$ cat config.mk
export PLATFORM = sky130hd
export DESIGN_NAME = pi_dpi_timing_tracker
export DESIGN_NICKNAME = d
export VERILOG_FILES = /design/src/rtl/vp415_video_pkg.sv /design/src/rtl/sync_2ff.sv /design/src/rtl/pi_dpi_timing_tracker.sv
export SDC_FILE = /design/constraint.sdc
export NUM_CORES = 1
export LEC_CHECK = 0
export BUFFER_PORTS_ARGS = -buffer_cell sky130_fd_sc_hd__buf_2
export CORE_ASPECT_RATIO = 0.75
export CORE_MARGIN = 2
export CORE_UTILIZATION = 45
export CTS_BUF_LIST = sky130_fd_sc_hd__clkbuf_16
export CTS_CLUSTER_DIAMETER = 80
export DETAILED_ROUTE_END_ITERATION = 6
export GPL_ROUTABILITY_DRIVEN = 0
export GPL_TIMING_DRIVEN = 0
export PLACE_DENSITY = 0.65
export SETUP_SLACK_MARGIN = 0.4
export SYNTH_ARGS = -nofsm -noshare
export SYNTH_HDL_FRONTEND = slang
export SYNTH_SLANG_ARGS = --single-unit
$ cat constraint.sdc
create_clock -name sysClk -period 2.4 [get_ports sysClk]
set_input_delay 0.48 -clock sysClk [delete_from_list [all_inputs] [get_ports sysClk]]
set_output_delay 0.48 -clock sysClk [all_outputs]
set_load 0.005 [all_outputs]
$ cat src/rtl/vp415_video_pkg.sv
// Shared video definitions for the VP415 Pi/AIV pipeline.
// Holds the PAL active-area geometry and the Pi DPI tracker state codes so that
// the Pi-side tracker and the AIV side agree on one set of constants.
package vp415_video_pkg;

    // PAL active area in pixels and lines.
    localparam int unsigned PAL_H_ACTIVE = 720;
    localparam int unsigned PAL_V_ACTIVE = 576;

    // Timing tracker FSM states.
    typedef logic [1:0] trk_state_t;
    localparam trk_state_t TRK_SEARCH  = 2'd0;
    localparam trk_state_t TRK_MEASURE = 2'd1;
    localparam trk_state_t TRK_LOCKED  = 2'd2;

endpackage

$ cat src/rtl/sync_2ff.sv
// Two-flop synchroniser for a small bundle of asynchronous single-bit inputs.
// Ports:
//   clk_i  - destination clock
//   rst_ni - asynchronous active-low reset, clears both stages
//   d_i    - asynchronous inputs
//   q_o    - inputs resynchronised to clk_i (two-cycle latency)
module sync_2ff #(
    parameter int unsigned WIDTH = 3
) (
    input  logic             clk_i,
    input  logic             rst_ni,
    input  logic [WIDTH-1:0] d_i,
    output logic [WIDTH-1:0] q_o
);

    logic [WIDTH-1:0] meta_q;
    logic [WIDTH-1:0] sync_q;

    always_ff @(posedge clk_i or negedge rst_ni) begin
        if (!rst_ni) begin
            meta_q <= '0;
            sync_q <= '0;
        end else begin
            meta_q <= d_i;
            sync_q <= meta_q;
        end
    end

    assign q_o = sync_q;

endmodule

$ cat src/rtl/pi_dpi_timing_tracker.sv
// Raspberry Pi DPI timing tracker.
// Synchronises the Pi DPI vsync/DE into sysClk, measures active line length and
// line count each frame, and locks once LOCK_FRAMES consecutive frames match the
// expected geometry. While locked it produces the Pi-side display enable, pixel
// coordinates and a one-pixel frame start flag for the framebuffer reader.
// Ports:
//   sysClk, nReset       - system clock, asynchronous active-low reset
//   sysClkPhase          - free-running 0..7 phase; PIX_PHASE marks a pixel tick
//   pi_hsync/vsync/de    - asynchronous Pi DPI timing inputs
//   displayEnable_pi     - active-area pixel, only while locked
//   frame_start_flag_pi  - first active pixel (0,0) of a frame
//   pixelX_pi, pixelY_pi - active pixel coordinates, 0 outside the active area
//   locked               - geometry locked
//   bad_frames           - saturating count of bad frames seen while locked
module pi_dpi_timing_tracker
    import vp415_video_pkg::*;
#(
    parameter int unsigned H_ACTIVE      = PAL_H_ACTIVE,
    parameter int unsigned V_ACTIVE      = PAL_V_ACTIVE,
    parameter int unsigned LOCK_FRAMES   = 2,
    parameter logic [2:0]  PIX_PHASE     = 3'd0,
    parameter int unsigned VSYNC_TIMEOUT = 1100000
) (
    input  logic       sysClk,
    input  logic       nReset,
    input  logic [2:0] sysClkPhase,
    input  logic       pi_hsync,
    input  logic       pi_vsync,
    input  logic       pi_de,
    output logic       displayEnable_pi,
    output logic       frame_start_flag_pi,
    output logic [9:0] pixelX_pi,
    output logic [9:0] pixelY_pi,
    output logic       locked,
    output logic [7:0] bad_frames
);

    localparam logic [10:0] H_LEN    = 11'(H_ACTIVE);
    localparam logic [9:0]  V_LEN    = 10'(V_ACTIVE);
    localparam logic [3:0]  LOCK_N   = 4'(LOCK_FRAMES);
    localparam logic [20:0] WD_LIMIT = 21'(VSYNC_TIMEOUT);

    logic [2:0] pins_sync;
    logic       hs_s, vs_s, de_s;

    sync_2ff #(
        .WIDTH(3)
    ) u_sync (
        .clk_i (sysClk),
        .rst_ni(nReset),
        .d_i   ({pi_hsync, pi_vsync, pi_de}),
        .q_o   (pins_sync)
    );

    assign {hs_s, vs_s, de_s} = pins_sync;

    // hsync is carried through the synchroniser but carries no timing role here.
    logic unused_hs;
    assign unused_hs = hs_s;

    logic        vs_prev_q, de_prev_q;
    logic [10:0] x_cnt_q, x_cnt_d;
    logic [9:0]  y_cnt_q, y_cnt_d;
    logic        frame_bad_q, frame_bad_d;
    logic        skip_line_q, skip_line_d;
    logic [3:0]  good_cnt_q, good_cnt_d;
    logic [20:0] wd_q, wd_d;
    trk_state_t  state_q, state_d;
    logic [7:0]  bad_q, bad_d;
    logic        de_out_q, fs_q;
    logic [9:0]  px_q, py_q;

    logic        pix_tick, vs_rise, de_rise, de_fall, frame_good, line_on, en;
    logic [20:0] wd_inc;
    logic [3:0]  good_inc;
    logic [10:0] pix_x;
    logic [9:0]  pix_y;

    always_comb begin
        pix_tick   = (sysClkPhase == PIX_PHASE);
        vs_rise    = vs_s & ~vs_prev_q;
        de_rise    = de_s & ~de_prev_q;
        de_fall    = ~de_s & de_prev_q;
        frame_good = !frame_bad_q && (y_cnt_q == V_LEN);
        wd_inc     = wd_q + 21'd1;
        good_inc   = good_cnt_q + 4'd1;

        x_cnt_d     = x_cnt_q;
        y_cnt_d     = y_cnt_q;
        frame_bad_d = frame_bad_q;
        skip_line_d = skip_line_q;
        good_cnt_d  = good_cnt_q;
        wd_d        = wd_q;
        state_d     = state_q;
        bad_d       = bad_q;

        if (vs_rise) begin
            // Frame boundary takes priority over any DE event on the same tick.
            x_cnt_d     = '0;
            y_cnt_d     = '0;
            frame_bad_d = 1'b0;
            wd_d        = '0;
            // A line already running at vsync is dropped up to its falling edge.
            skip_line_d = de_s && !de_rise;
            case (state_q)
                TRK_MEASURE: begin
                    if (frame_good) begin
                        good_cnt_d = good_inc;
                        if (good_inc == LOCK_N) begin
                            state_d = TRK_LOCKED;
                        end
                    end else begin
                        good_cnt_d = '0;
                    end
                end
                TRK_LOCKED: begin
                    if (!frame_good) begin
                        state_d    = TRK_MEASURE;
                        good_cnt_d = '0;
                        bad_d      = (bad_q == 8'hFF) ? bad_q : bad_q + 8'd1;
                    end
                end
                default: begin
                    state_d    = TRK_MEASURE;
                    good_cnt_d = '0;
                end
            endcase
        end else begin
            wd_d = wd_inc;
            if (wd_inc == WD_LIMIT) begin
                state_d    = TRK_SEARCH;
                good_cnt_d = '0;
                wd_d       = '0;
            end
            if (de_fall) begin
                if (skip_line_q) begin
                    skip_line_d = 1'b0;
                end else begin
                    if (x_cnt_q != H_LEN) begin
                        frame_bad_d = 1'b1;
                    end
                    y_cnt_d = (y_cnt_q == 10'h3FF) ? y_cnt_q : y_cnt_q + 10'd1;
                end
            end
        end

        // x_cnt holds the DE-high ticks seen so far, so the current pixel's
        // index is its value before this tick (zero on the rising edge).
        pix_x   = de_rise ? 11'd0 : x_cnt_q;
        pix_y   = vs_rise ? 10'd0 : y_cnt_q;
        line_on = de_s && !skip_line_d;
        if (line_on) begin
            x_cnt_d = (pix_x == 11'h7FF) ? pix_x : pix_x + 11'd1;
        end

        // Must be locked both before and after this tick, so a bad closing
        // frame or a watchdog expiry suppresses the pixel.
        en = (state_q == TRK_LOCKED) && (state_d == TRK_LOCKED) && line_on &&
             (pix_x < H_LEN) && (pix_y < V_LEN);
    end

    always_ff @(posedge sysClk or negedge nReset) begin
        if (!nReset) begin
            vs_prev_q   <= 1'b0;
            de_prev_q   <= 1'b0;
            x_cnt_q     <= '0;
            y_cnt_q     <= '0;
            frame_bad_q <= 1'b0;
            skip_line_q <= 1'b0;
            good_cnt_q  <= '0;
            wd_q        <= '0;
            state_q     <= TRK_SEARCH;
            bad_q       <= '0;
            de_out_q    <= 1'b0;
            fs_q        <= 1'b0;
            px_q        <= '0;
            py_q        <= '0;
        end else if (pix_tick) begin
            vs_prev_q   <= vs_s;
            de_prev_q   <= de_s;
            x_cnt_q     <= x_cnt_d;
            y_cnt_q     <= y_cnt_d;
            frame_bad_q <= frame_bad_d;
            skip_line_q <= skip_line_d;
            good_cnt_q  <= good_cnt_d;
            wd_q        <= wd_d;
            state_q     <= state_d;
            bad_q       <= bad_d;
            de_out_q    <= en;
            fs_q        <= en && (pix_x == 11'd0) && (pix_y == 10'd0);
            px_q        <= en ? pix_x[9:0] : 10'd0;
            py_q        <= en ? pix_y : 10'd0;
        end
    end

    assign displayEnable_pi    = de_out_q;
    assign frame_start_flag_pi = fs_q;
    assign pixelX_pi           = px_q;
    assign pixelY_pi           = py_q;
    assign locked              = (state_q == TRK_LOCKED);
    assign bad_frames          = bad_q;

endmodule
* Word-level counts from Yosys, hierarchy flattened *
Cells that the tools add are included.

storage, ports and cells
  register bits = 86
  logic and storage cells = 98
  output and inout bits = 31

cells by class
  bitwise logic cells = 8
  add/subtract/negate cells = 5
  $lt $le $gt $ge = 2
  muxes and demuxes = 30
  equal/unequal tests = 13
  reductions and logical operators = 24

operators by type and width
  kind                   number
  $mux 10                7
  $mux 11                4
  $mux 21                2
  $add 21x1->21 const B  1
  $eq 21x21->1 const B   1
  $eq 10x10->1 const B   2
  $mux 4                 4
  $add 11x1->11 const B  1
  $eq 11x11->1 const B   1
  $logic_not 11->1       1
  $lt 11x10->1 const B   1
  $ne 11x10->1 const B   1
  $add 10x1->10 const B  1
  $logic_not 10->1       1
  $lt 10x10->1 const B   1
  $mux 2                 5
  $logic_and 1x1->1      9
  $add 8x1->8 const B    1
  $eq 8x8->1 const B     1
  $pmux 4 s2             1
  $reduce_and 4->1       2
  $reduce_bool 2->1      4
  $mux 1                 6
  $not 1->1              5
  other kinds (14)       19

* Longest topological paths before layout *
Gate-level depths: netlist of the first run.

  depth after elaboration = 13
  gate-level depth with buffers = 11

* Modules after synthesis *
Synthesis of the first run repeated with hierarchy kept, for this count alone.

unflattened totals
  cells, all modules = 550
  area total of the unflattened synthesis = 4887.2 um2

by module, submodules not included
  module                 times used  cells each  seq. area each (um2)  area an instance (um2)
  pi_dpi_timing_tracker  1           544         2052.0                4737.0
  sync_2ff               1           6           150.1                 150.1

* Least setup slack after synthesis of the first run *
OpenSTA, ideal clock, no wires.

  kind = reg2reg
  start = reg de_prev_q
  end = reg x_cnt_q[9]
  arrival time = 2.423 ns
  data required time = 2.278 ns
  setup slack = -0.145 ns
  stages on the path, launching flop included = 12
  path through = dfrtp_1 -> nand2b_1 -> clkbuf_1 -> nand2_1 -> inv_1 -> ha_1 -> and4_1 -> a311oi_1 -> and3_1 -> and4_1 -> o21ai_0 -> a32o_1

on the way
  cells in the longest elaborated chain, start to end = 9
  elaborated cells between the ends (all ways) = 16

RTL lines
  element                                                                RTL line                      RTL
  start: declaration                                                     pi_dpi_timing_tracker.sv:61   logic vs_prev_q, de_prev_q;
  start signal: assignment                                               pi_dpi_timing_tracker.sv:180  de_prev_q <= de_s;
  parallel branches: the longest is 9 deep, another holds $add 11x1->11  -
  end signal: assignment                                                 pi_dpi_timing_tracker.sv:181  x_cnt_q <= x_cnt_d;
  end: declaration                                                       pi_dpi_timing_tracker.sv:62   logic [10:0] x_cnt_q, x_cnt_d;

Parallel ways; which one is timed is not known.
A chain may end at the register's enable or synchronous reset.

* Worst setup path in the final report of the first run *
  start = reg wd_q[6]
  end = reg wd_q[4]

on the way
  cells in the longest elaborated chain, start to end = 4

RTL lines
  element                   RTL line                      RTL
  start: declaration        pi_dpi_timing_tracker.sv:67   logic [20:0] wd_q, wd_d;
  start signal: assignment  pi_dpi_timing_tracker.sv:186  wd_q <= wd_d;
  $add 21x1->21             pi_dpi_timing_tracker.sv:85   wd_inc = wd_q + 21'd1;
  $eq 21x21->1              pi_dpi_timing_tracker.sv:130  if (wd_inc == WD_LIMIT) begin
  $mux 21                   pi_dpi_timing_tracker.sv:130
  $mux 21                   pi_dpi_timing_tracker.sv:97   if (vs_rise) begin

Every way passes these cells.

==> results.cfg, run 1 <==
[worst_setup_path]
slowest_delay_ps = 440
reg2reg_from = wd_q[6]
worst_path_most_repeated_cell = buf_6
path_max_fanout = 7
worst_setup_path_start_kind = flip-flop
crit_chain = and4_1, buf_6, nand3_4, or4_4, mux2i_2, o2111ai_2, buf_6, nand3_4, buf_6, o311ai_4
crit_slowest_cell = or4_4
worstSetupPathType = reg2reg
required_ps = 2640
critPathLaunch = wd_q[6]
cp.arrival_ps = 2630
end_kind = flip-flop

[clock_network]
path_clk_slew_ps = 60
cts-root-buf = clkbuf_16
cts_htree_levels = 3
cts_buffers = 9
max-clock-path-buffers = 2
cts_tree = done
insertion_delay_ps = 340
clock_sinks = 86

[route]
firstDrtPassIters = 5
ant_nets = 0
wl_per_cell_microns = 18.1
vias = 4457
drt_iter0_drc = 410
drt-total-wl_microns = 13500
vias_per_cell = 5.98
drc_errors = 0

[cells_and_area]
drive_gt1_share_pct = 33.4
areaGrowthSynthToFinish_pct = 36.0
layoutNonFillerInstCount = 745
fillCellCount = 803
mostFrequentLayoutCells = dfrtp_1 (78), nand2_1 (77), buf_2 (41)
diodes = 0
nets = 627
layout_commonest_cell = dfrtp_1

[yosys]
synth-edff-count = 0
synth_ff_type = dfrtp_1
synth_warnings = 0
syn_nets = 535
synthCells = 517
ys_seq_elements = 86
synth_compound_area_share_pct = 17.3
ys_types = 52
synth_area_sq_um = 4610
synth_fa_ha_area_share_pct = 2.71
synthSimpleGateAreaFrac_pct = 24.2
syn_avg_cell_area_sq_um = 8.92
synth_top_family_by_area = simple AND/OR/NAND/NOR gates
synth.area.mux_share_pct = 1.36
synth_xor_area_share_pct = 3.42
seq_area_frac_synth_pct = 46.7
ys_async_sr_fraction_pct = 100

[floorplanning]
core_area_sq_um = 9810
die_w_microns = 121
io_pins = 39
start_util_pct = 47.0
dieArea_sq_um = 11100
chipHeight_microns = 91.7
core.rowCount = 31

[timing]
min_period_ps = 2390
setup-violations-final = 0
clock_skew_ps = 5.16
slew_headroom_pct = 49.4
finalMaxSlewViolations = 0
tightest_slew_ps = 760
rsz0062_at_grt = true
final-hold-violation-count = 0
fin_setup_tns_ps = 0
fmax_mhz = 419
fin_crit_sh_pct = 99.5

[placement]
dp.cells = 687
io_buffers = 37
hpwl_microns = 8600

[power]
powerDensity_nw_per_um2 = 638
peakVddDrop_v = 0.000444
leakagePower_nw = 2.71

[global_route]
grt_pass1_wl_microns = 21100
grt.overflow.total = 0
track_usage_pct = 24.4
grt_max_degree = 54
antenna_found_initial = 0
first_global_vias = 4109

[job]
drv_cap = 0

[status]
status = complete, no violations

[hold_path]
min_path_type = in2async
[per-layer routing]
metal,GRT usage [%],vias up,wire (microns)
met3,4.79,26,854
met2,35.6,181,6190
met5,0,-,0
met1,36.1,2184,6190
met4,8.24,0,226
li1,-,2066,-
[cells in the mapped netlist (all sizes together) (5+ instances only)]
cell     n  area [sq um]
a21oi   15          75.1
and2     5          31.3
nor3    15          75.1
and3    16           100
nor2    28           105
inv     20          75.1
a32o    12           120
clkbuf  19          71.3
nand3   32           165
o31ai    7          52.6
xor2     5          43.8
o21ai   48           240
nand2b   6          37.5
xnor2   13           114
buf      9          53.8
nand4   16           100
dfrtp   86          2150
nand2   83           312
a31oi   11          68.8
nor4     7          43.8
and4     5          43.8
ha      10           125
o22ai    7          43.8
[sequential cells by signal (all words and copies together), names as in the netlist, 4 cells and up]
signal      flops
pixelY_pi      10
x_cnt_q        11
wd_q           21
y_cnt_q        10
bad_frames      8
good_cnt_q      4
pixelX_pi      10
[worst paths after layout]
| check | endpoint | slack (ps) | cells after the start |
|---|---|---|---|
| setup / recovery | wd_q[4] | 10 | 10 |
| hold reg to reg | u_sync.q_o[0] | 350 | 0 |
| max in group asynchronous | y_cnt_q[4] | 1660 | 2 |
| setup reg to reg | wd_q[4] | 10 | 10 |
| hold / removal | wd_q[4] | 90 | 1 |
| min in group sysClk | u_sync.meta_q[0] | 240 | 1 |
[logic make-up (layout without fill, tap and decap cells)]
family / after synthesis / count (layout)
flip-flops: 86 / 86
AND/OR/NAND/NOR: 227 / 227
XOR/XNOR: 18 / 18
buffers and inverters: 48 / 144
adder cells (fa/ha/maj): 10 / 10
multiplexers: 6 / 6
AO/OA/AOI/OAI: 122 / 122
[power breakdown]
| part | switching [mW] | total [mW] | internal, mW |
|---|---|---|---|
| sequential | 0.186 | 1.77 | 1.59 |
| combinational | 0.560 | 0.983 | 0.424 |
| clock | 0.562 | 1.25 | 0.684 |
[final cells by class]
type	count	area, sq um	share of cell area, %
multi-input cells	383	2810	44.8
flip-flops and latches	86	2160	34.5
repair buffers	81	583	9.30
clock buffers	9	225	3.59
plain buffers	28	215	3.43
well taps	132	165	2.63
inverters	20	77.6	1.24
clock inverters	6	32.5	0.519
[what timing repair did]
action / in CTS / in global routing
buffers inserted: 25 / 15
pin swaps: 17 / 15
resized for setup: 87 / 70
cloned: 3 / 0
setup endpoints to repair: 72 / 72
hold buffers: 0 / 0
[per-stage QoR]
| stage | area (sq um) | power (mW) | utilization [%] | setup slack (ps) | hold slack [ps] |
|---|---|---|---|---|---|
| 2_1_floorplan | 4710 | 2.23 | - | 84.1 | 184 |
| 3_3_place_gp | 5060 | 2.44 | 51.6 | -459 | 332 |
| 4_1_cts | 5900 | 3.86 | 60.1 | 59.1 | 110 |
| 3_5_place_dp | 5090 | 2.47 | 51.9 | -496 | 341 |
| 6_report | 6270 | 4.00 | 63.9 | 13.0 | 89.7 |
| 5_1_grt | 6270 | 4.19 | 63.9 | -67.2 | 130 |
[critical path, delay by kind of cell, from the launching register on]
kind / cells / cell delay (ps)
muxes: 1 / 170
DFF: 1 / 420
buffers and inverters: 3 / 480
and+or+nand+nor: 4 / 840
AOI/OAI and AO/OA: 2 / 380
Note: power is estimated with default switching activity, not from simulation.
==> run 2: changes to the inputs <==
- CTS_CLUSTER_DIAMETER: 80 -> 120
- SYNTH_HIERARCHICAL: not set -> 1
==> results.cfg, run 2 <==
[global_route]
first_global_vias = 4431
grt_max_degree = 54
grt_pass1_wl_microns = 22800
antenna_found_initial = 0
grt.overflow.total = 0
track_usage_pct = 25.4

[cells_and_area]
regMostFlops = wd_q
top_regs = wd_q x21, x_cnt_q x11
areaGrowthSynthToFinish_pct = 35.7
nets = 660
drive_gt1_share_pct = 31.5
postLayoutCellArea_sq_um = 6560
largest_reg_flops = 21
layout_commonest_cell = dfrtp_1
utilization_pct = 63.3
diodes = 0
mostFrequentLayoutCells = dfrtp_1 (82), nand2_1 (77), buf_2 (39)

[clock_network]
cts_hold_buf = 0
insertion_delay_ps = 340
cts_tree = done
cts-root-buf = clkbuf_16
max-clock-path-buffers = 2
path_clk_slew_ps = 60
cts_htree_levels = 3
clock_sinks = 86
cts_buffers = 9

[power]
powerDensity_nw_per_um2 = 633
p_total_mw = 4.15
leakagePower_nw = 2.73
power_switching_mw = 1.41
p_comb_share_pct = 26.7
p_int_mw = 2.75
switching_share_pct = 33.9
clock_power_share_pct = 30.3
seq_power_share_pct = 43.1
peakVddDrop_v = 0.000393

[timing]
worst_slack_ps = -282
finalMaxSlewViolations = 0
slew_headroom_pct = 46.5
final-hold-violation-count = 0
min_period_ps = 2680
rsz0062_at_grt = true
tightest_slew_ps = 802
holdWs_ps = 97.7
clock_skew_ps = 6.46
setup-violations-final = 50
fmax_mhz = 373
fin_crit_sh_pct = 112

[floorplanning]
core.rowCount = 32
chipHeight_microns = 93.8
dieArea_sq_um = 11600
core_area_sq_um = 10400
die_w_microns = 124
io_pins = 39
start_util_pct = 46.6

[placement]
dpl-instance-area_sq_um = 5410
io_buffers = 37
hpwl_microns = 8790

[worst_setup_path]
cp.arrival_ps = 2890
reg2reg_from = wd_q[1]
r2r_end = good_cnt_q[2]
end_kind = flip-flop
path_max_fanout = 6
worstSetupPathType = reg2reg
worst_setup_path_start_kind = flip-flop
crit_end = good_cnt_q[2]
r2r_cells = 12
r2r_slack_ps = -280
critPathLaunch = wd_q[1]
required_ps = 2610

[route]
drt-total-wl_microns = 14000
vias = 4669
drt_iter0_drc = 437
wl_per_cell_microns = 17.9
vias_per_cell = 5.98
drc_errors = 0
ant_nets = 0
firstDrtPassIters = 5

[job]
drv_cap = 0

[status]
status = finished, violations left
violations = negative setup slack

[hold_path]
min_path_type = in2async

[yosys]
syn_nets = 566
synth_area_sq_um = 4840
syn_avg_cell_area_sq_um = 8.83
synth_warnings = 6
synthCells = 548
-- run 2: through the flow --
stage                     worst slack [ps]  instances  TNS (ps)
after floorplan                       -129        548     -1240
after global placement               -1050        721    -32090
after detailed placement             -1050        722    -33670
after CTS                             -229        773     -6360
after global routing                  -372        781    -14380
final                                 -282        781    -10180
-- run 2: routing by layer --
layer	global-route usage, %	vias to the layer above	wire length [microns]
met1	37.3	2254	6450
met3	6.43	18	1130
met2	37.7	202	6290
met4	5.40	0	145
li1	-	2195	-
met5	0	-	0
-- run 2: worst min-delay path by stage --
stage | start | endpoint | slack (ps) | cells after the start
4_1_cts | nReset | wd_q[11] | 110 | 1
6_report | nReset | u_sync/q_o[1] | 100 | 1
3_3_place_gp | u_sync/meta_q[1] | u_sync/q_o[1] | 330 | 0
3_5_place_dp | u_sync/meta_q[1] | u_sync/q_o[1] | 350 | 0
5_1_grt | nReset | u_sync/q_o[1] | 120 | 1
2_1_floorplan | nReset | bad_frames[0] | 180 | 0
-- run 2: power by group through the flow --
stage,registers [mW],logic (mW),clock network [mW]
global route,1.81,1.21,1.33
finish,1.79,1.11,1.26
CTS,1.78,1.00,1.28
detailed placement,1.81,0.814,0
global placement,1.80,0.784,0
floorplan,1.76,0.595,0
-- run 2: worst max-delay path, cell delays in order, from the launching register on --
cell and delay, ps:
dfrtp_2 430, ha_4 160, buf_6 120, and4_1 200, clkbuf_8 150, nor4_4 150
o211ai_1 140, a221oi_2 400, o2111ai_4 200, buf_6 170, buf_12 130, a21oi_4 170
o211ai_1 120
-- run 2: final cells by class --
class | count | area, sq um
buffer | 27 | 213
clock buffer | 9 | 225
clock inverter | 5 | 30.0
fill | 838 | 3810
inverter | 35 | 136
multi-input combinational | 402 | 3010
sequential | 86 | 2160
tap | 136 | 170
timing repair buffer | 81 | 623
-- run 2: what timing repair did --
item                       4_1_cts  5_1_grt
pin swaps                       28       23
buffers inserted                34        7
setup endpoints to repair       74       69
hold endpoints to repair         0        0
gates resized for setup         71       49
gates cloned                     3        1
